File: src/rtl/booth_radix4_seq_mul.sv
// Sequential 8x8 signed radix-4 Booth multiplier: one Booth digit per cycle through booth_radix4_enc.
// Optional EARLY_TERM_EN: leave RUN as soon as the remaining multiplier digits are all zero.

module booth_radix4_enc (
    input  logic [2:0] mul_i,
    input  logic [7:0] data_i,
    output logic [8:0] res_o,
    output logic       sign_o,
    output logic       ext_o
);
    logic       sel_one;
    logic       sel_two;
    logic       neg;
    logic [8:0] d_one;
    logic [8:0] d_two;

    assign sel_one = mul_i[1] ^ mul_i[0];
    assign sel_two = (mul_i == 3'b011) || (mul_i == 3'b100);
    // Digit 3'b111 is -0: treat as plain zero so no stray +1 is produced.
    assign neg     = mul_i[2] & ~(mul_i[1] & mul_i[0]);
    assign d_one   = {data_i[7], data_i};
    assign d_two   = {data_i, 1'b0};

    genvar gi;
    generate
        for (gi = 0; gi < 9; gi++) begin : g_res_bit
            assign res_o[gi] = ((sel_one & d_one[gi]) | (sel_two & d_two[gi])) ^ neg;
        end
    endgenerate

    assign sign_o = neg;
    assign ext_o  = res_o[8];
endmodule

module booth_radix4_seq_mul #(
    parameter int DATA_W = 8,
    parameter int PROD_W = 16
) (
    input  logic              clk,
    input  logic              nreset,
    input  logic              in_valid_i,
    output logic              in_ready_o,
    input  logic [DATA_W-1:0] mul_i,
    input  logic [DATA_W-1:0] data_i,
    output logic              out_valid_o,
    input  logic              out_ready_i,
    output logic [PROD_W-1:0] prod_o
);
    typedef enum logic [1:0] {IDLE, RUN, DONE} state_t;

    state_t            state_reg, state_next;
    logic [PROD_W-1:0] acc_reg, acc_next;
    logic [1:0]        step_reg, step_next;
    logic [DATA_W-1:0] mul_reg, mul_next;
    logic [DATA_W-1:0] data_reg, data_next;

    logic [DATA_W:0]   mul_ext;
    logic [2:0]        shamt;
    logic [2:0]        digit;
    logic [8:0]        enc_res;
    logic              enc_sign;
    logic              enc_ext;
    logic [PROD_W-1:0] pp;
    logic              last_step;

    // mul[-1] = 0 is appended below bit 0 so digit s is simply mul_ext[2s +: 3].
    assign mul_ext = {mul_reg, 1'b0};
    assign shamt   = {step_reg, 1'b0};
    assign digit   = mul_ext[shamt +: 3];

    booth_radix4_enc u_enc (
        .mul_i  (digit),
        .data_i (data_reg),
        .res_o  (enc_res),
        .sign_o (enc_sign),
        .ext_o  (enc_ext)
    );

    // Sign-extend and add the +1 before shifting so the -2 * -128 digit stays exact.
    assign pp = {{7{enc_ext}}, enc_res} + {{(PROD_W-1){1'b0}}, enc_sign};

`ifdef EARLY_TERM_EN
    assign last_step = (step_reg == 2'd3) ||
                       ((mul_reg >> (shamt + 3'd1)) == {DATA_W{1'b0}});
`else
    assign last_step = (step_reg == 2'd3);
`endif

    always_ff @(posedge clk or negedge nreset) begin
        if (!nreset) begin
            state_reg <= IDLE;
            acc_reg   <= '0;
            step_reg  <= '0;
            mul_reg   <= '0;
            data_reg  <= '0;
        end else begin
            state_reg <= state_next;
            acc_reg   <= acc_next;
            step_reg  <= step_next;
            mul_reg   <= mul_next;
            data_reg  <= data_next;
        end
    end

    always_comb begin
        state_next  = state_reg;
        acc_next    = acc_reg;
        step_next   = step_reg;
        mul_next    = mul_reg;
        data_next   = data_reg;
        in_ready_o  = 1'b0;
        out_valid_o = 1'b0;
        prod_o      = '0;
        case (state_reg)
            IDLE: begin
                in_ready_o = nreset;
                if (in_valid_i && nreset) begin
                    mul_next   = mul_i;
                    data_next  = data_i;
                    acc_next   = '0;
                    step_next  = '0;
                    state_next = RUN;
                end
            end
            RUN: begin
                acc_next  = acc_reg + (pp << shamt);
                step_next = step_reg + 2'd1;
                if (last_step) begin
                    state_next = DONE;
                end
            end
            DONE: begin
                out_valid_o = 1'b1;
                prod_o      = acc_reg;
                if (out_ready_i) begin
                    state_next = IDLE;
                end
            end
            default: begin
                state_next = IDLE;
            end
        endcase
    end
endmodule

File: config.mk
export PLATFORM = sky130hd
export DESIGN_NAME = booth_radix4_seq_mul
export DESIGN_NICKNAME = d
export VERILOG_FILES = /design/src/rtl/booth_radix4_seq_mul.sv
export SDC_FILE = /design/constraint.sdc
export NUM_CORES = 1
export LEC_CHECK = 0
export CAP_MARGIN = 20
export CORE_ASPECT_RATIO = 0.6
export CORE_UTILIZATION = 54
export DETAILED_ROUTE_END_ITERATION = 10
export HOLD_SLACK_MARGIN = 0.12
export PLACE_DENSITY = 0.74
export REMOVE_ABC_BUFFERS = 1
export SYNTH_ARGS = -nofsm -noshare
export SYNTH_HDL_FRONTEND = slang
export SYNTH_SLANG_ARGS = --single-unit
export TNS_END_PERCENT = 1
File: constraint.sdc
create_clock -name clk -period 10.1 [get_ports clk]
set_clock_uncertainty 0.05 [all_clocks]
set_input_delay 2.525 -clock clk [delete_from_list [all_inputs] [get_ports clk]]
set_output_delay 2.525 -clock clk [all_outputs]
set_load 0.01 [all_outputs]
==> results.yml <==
grt:
  met2_usage_pct: 39.1
  grt.met3_usage_pct: 5.07
  first_global_vias: 2424
  grt_pass1_wl_um: 12000
  grtUsageMet1_pct: 37.6
  grt_use_total_pct: 25.4
  overflow: 0
  grt_max_degree: 38
  antenna_found_initial: 0
  top_usage_layer: "met2"
die:
  dieWidth_um: 99.6
  pin_count: 38
  die_area_um2: 6030
  start_util_pct: 58.5
  core_area_um2: 5280
  row_count: 20
  die_h_um: 60.6
place:
  gp_congestion: 0.862
  portBuffers: 37
  place_hpwl_um: 5330
  dp.cells: 444
hold_path:
  hold_path.class: "register to register"
  worstHoldStart: "mul_reg[4]"
  hold_depth: 1
sta:
  tightest_slew_ps: 1020
  fin_hold_ws_ps: 462
  min_period_ps: 6490
  finalCritPeriodShare_pct: 64.2
  finalHoldViolCount: 0
  timing.slew.headroom_pct: 31.9
  rsz0062_at_grt: "false"
  finalSetupViolations: 0
  finalSetupTns_ps: 0
  fmaxAchievable_mhz: 154
  finalMaxSlewViolations: 0
worst_setup_path:
  crit_arrival_ps: 3910
  cp-start-kind: "input pin"
  max_stage_delay_ps: 580
  worst-path-stages: 4
  path_cells: "buf_2 -> buf_4 -> nor3b_1 -> clkdlybuf4s50_1"
  crit_slowest_cell: "clkdlybuf4s50_1"
  cp_top_family: "buffers and inverters"
  cp-startpoint: "nreset"
  reg2regPathDepth: 20
  worstSetupPathType: "input pin to output port"
  end_kind: "output port"
  critPathBufInv: 3
  cp_max_fo: 37
  timing.rr.start: "step_reg[0]"
  required_ps: 7530
clocking:
  post-cts-setup-buffers: 0
  cts-root-buf: "clkbuf_8"
  cts_hold_buf: 0
  cts.reportedPaths.clkPinSlew_ps: 80
  worstSkewPairLatency_ps: 300
  clock_path_buffers: 2
  cts_tree: "built"
  post_cts_resized: 0
  cts_buffers: 5
  htreeDepth: 2
  cts.sinks: 36
finish:
  layout-drive-gt1-share_pct: 12.8
  fin_nets: 416
  largest_reg_flops: 16
  finish.utilization_pct: 67.6
  diodes: 0
  fin_cells: 452
  synthToLayoutAreaGrowth_pct: 15.6
yosys:
  synth_flop_cell: "dfrtp_1"
  ys_warn_count: 0
  synth.distinct_cells: 58
  ys_ff_latch: 36
  synth-async-reset-ratio_pct: 100
  synth_edf_count: 0
  yosysSeqAreaShare_pct: 29.2
  synth.avg_cell_area_um2: 8.92
  synth_area_um2: 3090
  synth_cells: 346
detailed_routing:
  wl_um: 7130
  drc: 0
  vias: 2612
  drtIter0Drc: 183
  drtAntennaViolNets: 0
  via_per_inst: 5.78
  wl_per_cell_um: 15.8
  drt_first_pass_iters: 5
status:
  status: "completed"
job:
  drv_cap: 0
cells in the mapped netlist, drive strengths merged (3+ instances only):
cell | instances | share of area [%]
or3 | 3 | 0.61
buf | 5 | 1.1
a21oi | 18 | 3.3
inv | 13 | 1.6
mux2i | 3 | 0.97
nor2 | 19 | 2.3
and2 | 20 | 4.1
a21o | 5 | 1.2
o21a | 3 | 0.73
mux2 | 20 | 7.5
clkbuf | 13 | 1.6
a211oi | 6 | 1.6
a31oi | 4 | 0.81
nand2 | 38 | 4.6
o211ai | 5 | 1.2
dfrtp | 36 | 29
o31ai | 4 | 1.4
o21bai | 4 | 0.97
nand3 | 4 | 0.81
ha | 21 | 8.5
o22ai | 12 | 2.4
o21ai | 22 | 3.6
xor2 | 10 | 2.8
xnor2 | 12 | 3.4
nor3 | 10 | 1.6
nor2b | 4 | 0.81
a22oi | 7 | 2.5
metal layers:
| layer | vias to the layer above | part of all wire, % |
|---|---|---|
| met3 | 6 | 5.1 |
| met1 | 1223 | 52 |
| met4 | 0 | 0.60 |
| met5 | - | 0 |
| li1 | 1301 | - |
| met2 | 82 | 42 |
metrics by stage:
step	worst slack [ps]	instance area, um^2
3_5_place_dp	3580	3480
4_1_cts	3560	3570
3_3_place_gp	3620	3480
5_1_grt	3480	3570
2_1_floorplan	4660	3000
6_report	3610	3570
final cells by class:
class                      count  area, um^2
multi-input combinational    279        2050
fill                         455        1710
sequential                    36         901
timing repair buffer          39         380
tap                           77        96.3
clock buffer                   5        68.8
inverter                      13        48.8
clock inverter                 3        18.8
cell usage in the layout (no fill, tap or decap), types with 10 or more instances in the layout:
master,Yosys,layout
nor2_1,19,19
nor3_1,10,10
ha_1,21,21
nand2_1,38,38
o22ai_1,12,12
xnor2_1,12,12
dfrtp_1,36,36
clkdlybuf4s50_1,0,36
a21oi_1,17,17
xor2_1,10,10
mux2_2,18,18
and2_1,19,19
o21ai_0,20,20
inv_1,13,13
worst paths after layout:
| kind | end | slack [ps] |
|---|---|---|
| setup / recovery | in_ready_o | 3610 |
| hold / removal | mul_reg[4] | 460 |
| setup reg to reg | acc_reg[15] | 3980 |
| hold reg to reg | mul_reg[4] | 460 |
| max in group asynchronous | acc_reg[2] | 7440 |
| min in group asynchronous | acc_reg[6] | 2220 |
logic make-up after synthesis:
group	Yosys count	synth area share, %
AND/OR/NAND/NOR	106	16.8
AO/OA/AOI/OAI	103	24.0
flip-flops	36	29.2
buffers and inverters	31	4.26
multiplexers	25	9.97
adder cells (fa/ha/maj)	23	9.53
XOR/XNOR	22	6.24
Power is left out: the tool's default activity adds up to more than one toggle a clock period on the data nets, which glitch-free logic cannot reach.
